File: src/rtl/alu_pkg.sv
// Shared types and defaults for the sliced ALU core: opcode and FSM state
// encodings plus the default slice geometry.
package alu_pkg;

    localparam int DEF_WIDTH = 4;
    localparam int DEF_N_ALU = 4;

    typedef enum logic [2:0] {
        OP_ADD = 3'b000,
        OP_SUB = 3'b001,
        OP_AND = 3'b010,
        OP_OR  = 3'b011,
        OP_XOR = 3'b100,
        OP_SHL = 3'b101,
        OP_MUL = 3'b110,
        OP_CMP = 3'b111
    } op_e;

    typedef enum logic [1:0] {
        ST_IDLE = 2'd0,
        ST_EXEC = 2'd1,
        ST_MUL  = 2'd2,
        ST_HOLD = 2'd3
    } state_e;

endpackage

File: src/rtl/alu_core_if.sv
// Operand/result bus of the ALU core. Both sides use valid/ready: a transfer
// happens on a rising edge where valid and ready are both high (and enable is high).
interface alu_core_if #(
    parameter int DW = 16
);
    import alu_pkg::*;

    logic          enable;
    logic          in_valid;
    logic          in_ready;
    logic [DW-1:0] a;
    logic [DW-1:0] b;
    logic [2:0]    select;
    logic          out_valid;
    logic          out_ready;
    logic [2*DW-1:0] out;
    logic          carry_out;
    logic          sign_bit;
    logic          a_greater;
    logic          a_equal;
    logic          a_less;
    state_e        dbg_state;

    modport master (
        output enable, in_valid, a, b, select, out_ready,
        input  in_ready, out_valid, out, carry_out, sign_bit,
        input  a_greater, a_equal, a_less, dbg_state
    );

    modport slave (
        input  enable, in_valid, a, b, select, out_ready,
        output in_ready, out_valid, out, carry_out, sign_bit,
        output a_greater, a_equal, a_less, dbg_state
    );

endinterface

File: src/rtl/alu_mul_iter.sv
// Unsigned shift-add multiplier: one partial product per enabled cycle,
// DW steps after start, then done stays high until the next start.
module alu_mul_iter #(
    parameter int DW = 16
) (
    input  logic          clk,
    input  logic          arst,
    input  logic          en_i,
    input  logic          start_i,
    input  logic [DW-1:0] a_i,
    input  logic [DW-1:0] b_i,
    output logic          busy_o,
    output logic          done_o,
    output logic [2*DW-1:0] prod_o
);
    localparam int CW = (DW > 1) ? $clog2(DW) : 1;
    localparam logic [CW-1:0] LAST = CW'(DW - 1);

    logic [2*DW-1:0] mcand_q;
    logic [2*DW-1:0] acc_q, acc_d;
    logic [DW-1:0]   mplier_q;
    logic [CW-1:0]   count_q;
    logic            busy_q;
    logic            done_q;

    assign acc_d = mplier_q[0] ? (acc_q + mcand_q) : acc_q;

    always_ff @(posedge clk or negedge arst) begin
        if (!arst) begin
            mcand_q  <= '0;
            acc_q    <= '0;
            mplier_q <= '0;
            count_q  <= '0;
            busy_q   <= 1'b0;
            done_q   <= 1'b0;
        end else if (en_i) begin
            if (start_i) begin
                mcand_q  <= {{DW{1'b0}}, a_i};
                mplier_q <= b_i;
                acc_q    <= '0;
                count_q  <= '0;
                busy_q   <= 1'b1;
                done_q   <= 1'b0;
            end else if (busy_q) begin
                acc_q    <= acc_d;
                mcand_q  <= mcand_q << 1;
                mplier_q <= mplier_q >> 1;
                count_q  <= count_q + 1'b1;
                if (count_q == LAST) begin
                    busy_q <= 1'b0;
                    done_q <= 1'b1;
                end
            end
        end
    end

    assign busy_o = busy_q;
    assign done_o = done_q;
    assign prod_o = acc_q;

endmodule

File: src/rtl/alu_core.sv
// Handshaked ALU: single-cycle logic/arith ops, iterative multiply, results
// registered and held in HOLD until the consumer takes them.
module alu_core
    import alu_pkg::*;
#(
    parameter int WIDTH = DEF_WIDTH,
    parameter int N_ALU = DEF_N_ALU
) (
    input logic       clk,
    input logic       arst,
    alu_core_if.slave bus
);
    localparam int DW = WIDTH * N_ALU;

    state_e state_q, state_d;
    op_e    op_q, op_in;
    logic [DW-1:0] a_q, b_q;
    logic          rdy_en_q;

    logic [2*DW-1:0] out_q, out_d;
    logic carry_q, carry_d, sign_q, sign_d;
    logic gt_q, gt_d, eq_q, eq_d, lt_q, lt_d;
    logic [DW:0] sum;

    logic accept, load_res, mul_start;
    logic mul_busy, mul_done;
    logic [2*DW-1:0] mul_prod;

    assign op_in = op_e'(bus.select);

    // rdy_en_q keeps in_ready low until the first edge after reset release.
    assign bus.in_ready = bus.enable && rdy_en_q &&
                          ((state_q == ST_IDLE) || (state_q == ST_HOLD && bus.out_ready));
    assign accept = bus.in_valid && bus.in_ready;

    always_ff @(posedge clk or negedge arst) begin
        if (!arst) state_q <= ST_IDLE;
        else       state_q <= state_d;
    end

    always_comb begin
        state_d   = state_q;
        load_res  = 1'b0;
        mul_start = 1'b0;
        if (bus.enable) begin
            case (state_q)
                ST_IDLE, ST_HOLD: begin
                    if (accept) begin
                        state_d   = (op_in == OP_MUL) ? ST_MUL : ST_EXEC;
                        mul_start = (op_in == OP_MUL);
                    end else if (state_q == ST_HOLD && bus.out_ready) begin
                        state_d = ST_IDLE;
                    end
                end
                ST_EXEC: begin
                    state_d  = ST_HOLD;
                    load_res = 1'b1;
                end
                ST_MUL: begin
                    if (mul_done && !mul_busy) begin
                        state_d  = ST_HOLD;
                        load_res = 1'b1;
                    end
                end
                default: state_d = ST_IDLE;
            endcase
        end
    end

    always_comb begin
        sum     = {1'b0, a_q} + {1'b0, b_q};
        out_d   = '0;
        carry_d = 1'b0;
        sign_d  = 1'b0;
        gt_d    = (a_q > b_q);
        eq_d    = (a_q == b_q);
        lt_d    = (a_q < b_q);
        case (op_q)
            OP_ADD: begin
                out_d   = {{DW{1'b0}}, sum[DW-1:0]};
                carry_d = sum[DW];
            end
            OP_SUB: begin
                if (lt_d) begin
                    out_d   = {{DW{1'b0}}, b_q - a_q};
                    sign_d  = 1'b1;
                    carry_d = 1'b1;
                end else begin
                    out_d = {{DW{1'b0}}, a_q - b_q};
                end
            end
            OP_AND:  out_d = {{DW{1'b0}}, a_q & b_q};
            OP_OR:   out_d = {{DW{1'b0}}, a_q | b_q};
            OP_XOR:  out_d = {{DW{1'b0}}, a_q ^ b_q};
            OP_SHL:  out_d = {{DW{1'b0}}, a_q} << b_q[3:0];
            OP_MUL:  out_d = mul_prod;
            default: out_d = '0;
        endcase
    end

    always_ff @(posedge clk or negedge arst) begin
        if (!arst) begin
            rdy_en_q <= 1'b0;
            a_q      <= '0;
            b_q      <= '0;
            op_q     <= OP_ADD;
            out_q    <= '0;
            carry_q  <= 1'b0;
            sign_q   <= 1'b0;
            gt_q     <= 1'b0;
            eq_q     <= 1'b0;
            lt_q     <= 1'b0;
        end else begin
            rdy_en_q <= 1'b1;
            if (accept) begin
                a_q  <= bus.a;
                b_q  <= bus.b;
                op_q <= op_in;
            end
            if (load_res) begin
                out_q   <= out_d;
                carry_q <= carry_d;
                sign_q  <= sign_d;
                gt_q    <= gt_d;
                eq_q    <= eq_d;
                lt_q    <= lt_d;
            end
        end
    end

    alu_mul_iter #(.DW(DW)) u_mul (
        .clk     (clk),
        .arst    (arst),
        .en_i    (bus.enable),
        .start_i (mul_start),
        .a_i     (bus.a),
        .b_i     (bus.b),
        .busy_o  (mul_busy),
        .done_o  (mul_done),
        .prod_o  (mul_prod)
    );

    assign bus.out_valid = (state_q == ST_HOLD);
    assign bus.out       = out_q;
    assign bus.carry_out = carry_q;
    assign bus.sign_bit  = sign_q;
    assign bus.a_greater = gt_q;
    assign bus.a_equal   = eq_q;
    assign bus.a_less    = lt_q;
    assign bus.dbg_state = state_q;

endmodule
File: src/flat_wrapper.sv
// flat-port wrapper written by rule: the top's interface ports become plain ports
module alu_core_flat import alu_pkg::*;
#(
    parameter int WIDTH = DEF_WIDTH,
    parameter int N_ALU = DEF_N_ALU
)
  (clk, arst, bus_enable, bus_in_valid, bus_a, bus_b, bus_select, bus_out_ready, bus_in_ready, bus_out_valid, bus_out, bus_carry_out, bus_sign_bit, bus_a_greater, bus_a_equal, bus_a_less, bus_dbg_state);
  alu_core_if bus_i ();
  input logic clk;
  input logic arst;
  input wire logic [$bits(bus_i.enable)-1:0] bus_enable;
  input wire logic [$bits(bus_i.in_valid)-1:0] bus_in_valid;
  input wire logic [$bits(bus_i.a)-1:0] bus_a;
  input wire logic [$bits(bus_i.b)-1:0] bus_b;
  input wire logic [$bits(bus_i.select)-1:0] bus_select;
  input wire logic [$bits(bus_i.out_ready)-1:0] bus_out_ready;
  output wire logic [$bits(bus_i.in_ready)-1:0] bus_in_ready;
  output wire logic [$bits(bus_i.out_valid)-1:0] bus_out_valid;
  output wire logic [$bits(bus_i.out)-1:0] bus_out;
  output wire logic [$bits(bus_i.carry_out)-1:0] bus_carry_out;
  output wire logic [$bits(bus_i.sign_bit)-1:0] bus_sign_bit;
  output wire logic [$bits(bus_i.a_greater)-1:0] bus_a_greater;
  output wire logic [$bits(bus_i.a_equal)-1:0] bus_a_equal;
  output wire logic [$bits(bus_i.a_less)-1:0] bus_a_less;
  output wire logic [$bits(bus_i.dbg_state)-1:0] bus_dbg_state;
  assign bus_i.enable = bus_enable;
  assign bus_i.in_valid = bus_in_valid;
  assign bus_i.a = bus_a;
  assign bus_i.b = bus_b;
  assign bus_i.select = bus_select;
  assign bus_i.out_ready = bus_out_ready;
  assign bus_in_ready = bus_i.in_ready;
  assign bus_out_valid = bus_i.out_valid;
  assign bus_out = bus_i.out;
  assign bus_carry_out = bus_i.carry_out;
  assign bus_sign_bit = bus_i.sign_bit;
  assign bus_a_greater = bus_i.a_greater;
  assign bus_a_equal = bus_i.a_equal;
  assign bus_a_less = bus_i.a_less;
  assign bus_dbg_state = bus_i.dbg_state;
  alu_core #(.WIDTH(WIDTH), .N_ALU(N_ALU)) u_core (.clk(clk), .arst(arst), .bus(bus_i));
endmodule
File: config.mk
export PLATFORM = sky130hd
export DESIGN_NAME = alu_core_flat
export DESIGN_NICKNAME = d
export VERILOG_FILES = /design/src/rtl/alu_pkg.sv /design/src/rtl/alu_core_if.sv /design/src/rtl/alu_mul_iter.sv /design/src/rtl/alu_core.sv /design/src/flat_wrapper.sv
export SDC_FILE = /design/constraint.sdc
export NUM_CORES = 1
export LEC_CHECK = 0
export CORE_MARGIN = 2
export CORE_UTILIZATION = 30
export DETAILED_ROUTE_END_ITERATION = 7
export GPL_ROUTABILITY_DRIVEN = 0
export GPL_TIMING_DRIVEN = 0
export PLACE_DENSITY = 0.51
export SLEW_MARGIN = 0
export SYNTH_ARGS = -nofsm -noshare
export SYNTH_HDL_FRONTEND = slang
export SYNTH_SLANG_ARGS = --single-unit
File: constraint.sdc
create_clock -name clk -period 4.3 [get_ports clk]
set_input_delay 0.86 -clock clk [delete_from_list [all_inputs] [get_ports clk]]
set_output_delay 0.86 -clock clk [all_outputs]
set_load 0.01 [all_outputs]
==> flow_summary.toml <==
[pwr]
ir_worst_vdd_mv = 0.334
p_per_area_mw_per_mm2 = 795
p_leak_nw = 6.29

[detailed_routing]
wire_per_inst_um = 22.1
drt_iter0_markers = 1235
ant_nets = 0
wl_met3_mm = 3.17
highest_layer = "met4"
dr.pass1.iters = 6
vias = 11200
finalWirelength_mm = 44.9
vias_per_cell = 5.52
route.met2.wl_mm = 19.2
drc = 0
wl_met1_mm = 21.1

[floorplan]
core_area_mm2 = 0.0389
row_count = 72
dieArea_mm2 = 0.0413
io_pins = 81
die_h_um = 203
die_w_um = 203
start_util_pct = 30.6

[global_route]
antenna_found_initial = 0
grt_first_pass_wirelength_mm = 68.0
overflow = 0
grt_pass1_vias = 10700
grt_max_degree = 100
grt_usage_pct = 22.0

[worst_setup_path]
critPathLaunchType = "flop"
worstSetupEndpointType = "flop"
slowest_delay_ns = 0.47
arrival_ns = 4.35
path_buf_inv = 5
critPathMaxFanout = 11
path_cells = "clkbuf_1 > inv_1 > clkbuf_1 > ha_1 > buf_6 > o21bai_2 > a211oi_4 > o31ai_4 > nand3_1 > buf_2 > a21bo_1 > a311oi_2 > o221ai_2 > xnor2_1 > o221ai_1"
path_common_cell = "clkbuf_1"
required_ns = 4.58
path_class = "reg2reg"
slowest_stage = "clkbuf_1"
path_delay_family = "compound AO/OA/AOI/OAI gates"

[timing]
whs_ns = 0.334
setup_ws_ns = 0.235
max_freq_mhz = 246
rsz0062_at_grt = "no"
period_share_pct = 94.5
fin_worst_skew_ns = 0.0186
timing.slew.headroom_pct = 41.5
min_period_ns = 4.07
setup_tns_ns = 0
drv_slew = 0
worstMarginPinSlew_ns = 0.878
finalSetupViolCount = 0
hold_violations = 0

[finish]
nFillCells = 4080
antennaDiodeCount = 0
fin_nets = 1647
drive_gt1_share_pct = 6.08
finalNonFillerCells = 2032
area_delta_synth_final_pct = 17.4
design_area_mm2 = 0.0140

[logic_synthesis]
synthesis.nets = 1549
syn_area_mm2 = 0.0119
synth_top_area_cell = "dfrtp_1"
synthArstFlopShare_pct = 100
ys_ff_latch = 161
synth_edf_count = 0
ys.flop_type = "dfrtp_1"
yosys_warnings = 0
synth_cells = 1403
synth_area_leaders = "dfrtp_1, ha_1, nand2_1, a21oi_1, o21ai_0"
yosysSeqAreaShare_pct = 33.9
avgSynthCellArea_um2 = 8.48
synth_cell_types = 89
synth_top_area_share_pct = 33.9

[min_path]
hold_path_class = "in2async"

[clock_tree]
cts.sinks = 161
cts_tree = "done"
cts_htree_levels = 4
cts_made_buffers = 17
cts_setup_buffers = 0
insertion_delay_ns = 0.45
root_buffer = "clkbuf_16"
cts_buffer_depth = 2
clk_pin_slew_worst_paths_ns = 0.07
holdBufCountCts = 0
ctsResizeCount = 1

[placement]
port_buffers = 79
dp.cells = 2001
place_worst_setup_slack_ns = -0.0815
placed_cell_area_mm2 = 0.0134
hpwl_mm = 36.1

[job]
drv_cap = 0

[run_status]
status = "finished, final reports clean"
power breakdown:
group | internal (mW) | switching (mW) | leakage (nW)
Clock | 0.885 | 0.699 | 0.281
Combinational | 2.58 | 4.57 | 3.87
Sequential | 1.90 | 0.461 | 2.14
placed cells by master (no fill, tap or decap), types with 8 or more instances in the layout:
cell type        count
o21ai_1              8
o22ai_1             23
buf_2                9
clkbuf_16           17
inv_1               76
nor3_1              13
nand3_1             19
dfrtp_1            161
a21oi_1            130
clkbuf_1            56
a21o_1              20
a211oi_1            15
a221oi_1             9
nor4_1               8
a22oi_1             11
buf_1               13
xor2_1              17
nor2b_1              9
a31oi_1             14
a222oi_1            21
nand2b_1            10
and3_1               9
o21bai_1             9
mux2i_1             42
o21ai_0            127
ha_1               102
nand2_1            227
clkdlybuf4s50_1     78
xnor2_1             31
nor2_1              72
kinds of logic (layout without fill, tap and decap cells):
family	count (synthesis)	after routing	share of synthesized area [%]
compound gates	476	476	26.4
xor+xnor	48	48	3.53
fa+ha+maj	106	106	11.4
buf+inv	162	273	5.48
flops	161	161	33.9
mux	47	47	4.29
other cells	1	1	0.0315
simple gates	402	402	15.0
Yosys cell counts (6+ instances only):
library cell and instances:
a211oi_1 15, a21o_1 20, a21oi_1 130, a221oi_1 9, a222oi_1 21, a22o_1 7, a22oi_1 11, a31oi_1 14
and3_1 9, buf_1 13, buf_2 9, clkbuf_1 56, dfrtp_1 161, ha_1 102, inv_1 76, mux2i_1 42
nand2_1 227, nand2b_1 10, nand3_1 19, nand4_1 7, nor2_1 72, nor2b_1 9, nor3_1 13, nor4_1 8
o211ai_1 7, o21ai_0 128, o21ai_1 7, o21bai_1 9, o221ai_1 6, o22ai_1 23, o31ai_1 7, or3_1 6
xnor2_1 31, xor2_1 17
metrics by stage:
| step | util (%) | power [mW] |
|---|---|---|
| 5_1_grt | 35.9 | 11.7 |
| 3_3_place_gp | 34.3 | 9.35 |
| 4_1_cts | 35.9 | 10.9 |
| 6_report | 35.9 | 11.1 |
| 3_5_place_dp | 34.3 | 9.34 |
| 2_1_floorplan | - | 6.91 |
worst paths after layout:
kind                       slack (ns)                               endpoint  depth (start not counted)                       startpoint
max                              0.23          u_core.bus.out[4]$_DFFE_PN0P_                         15        u_core.b_q[2]$_DFFE_PN0N_
min                              0.33   u_core.u_mul.mcand_q[28]$_DFFE_PN0P_                          1                             arst
max reg2reg                      0.23          u_core.bus.out[4]$_DFFE_PN0P_                         15        u_core.b_q[2]$_DFFE_PN0N_
min reg2reg                      0.48        u_core.bus.sign_bit$_DFFE_PN0P_                          2  u_core.bus.sign_bit$_DFFE_PN0P_
max in group asynchronous        3.09  u_core.u_mul.mplier_q[10]$_DFFE_PN0P_                          2                             arst
min in group clk                 0.48        u_core.bus.sign_bit$_DFFE_PN0P_                          2  u_core.bus.sign_bit$_DFFE_PN0P_
state kept, by name (all words and copies together) (netlist names), 2 cells and up:
signal,cells
u_core.bus.out,32
u_core.u_mul.mcand_q,32
u_core.u_mul.prod_o,32
u_core.a_q,16
u_core.b_q,16
u_core.u_mul.mplier_q,16
u_core.u_mul.count_q,4
u_core.op_q,3
u_core.bus.dbg_state,2
final cells by class:
| cell class | instances | area, µm² | share of cell area, % |
|---|---|---|---|
| Multi-Input combinational cell | 1080 | 7210 | 51.7 |
| Timing Repair Buffer | 80 | 823 | 5.90 |
| Sequential cell | 161 | 4030 | 28.9 |
| Clock inverter | 12 | 149 | 1.07 |
| Inverter | 79 | 297 | 2.12 |
| Buffer | 82 | 353 | 2.53 |
| Clock buffer | 20 | 447 | 3.20 |
| Tap cell | 518 | 648 | 4.64 |
metal layers:
metal,vias up,track usage [%]
li1,5244,-
met3,66,3.26
met2,475,32.8
met5,-,0
met4,0,7.66
met1,5437,32.1
Note: power is estimated with default switching activity, not from simulation.
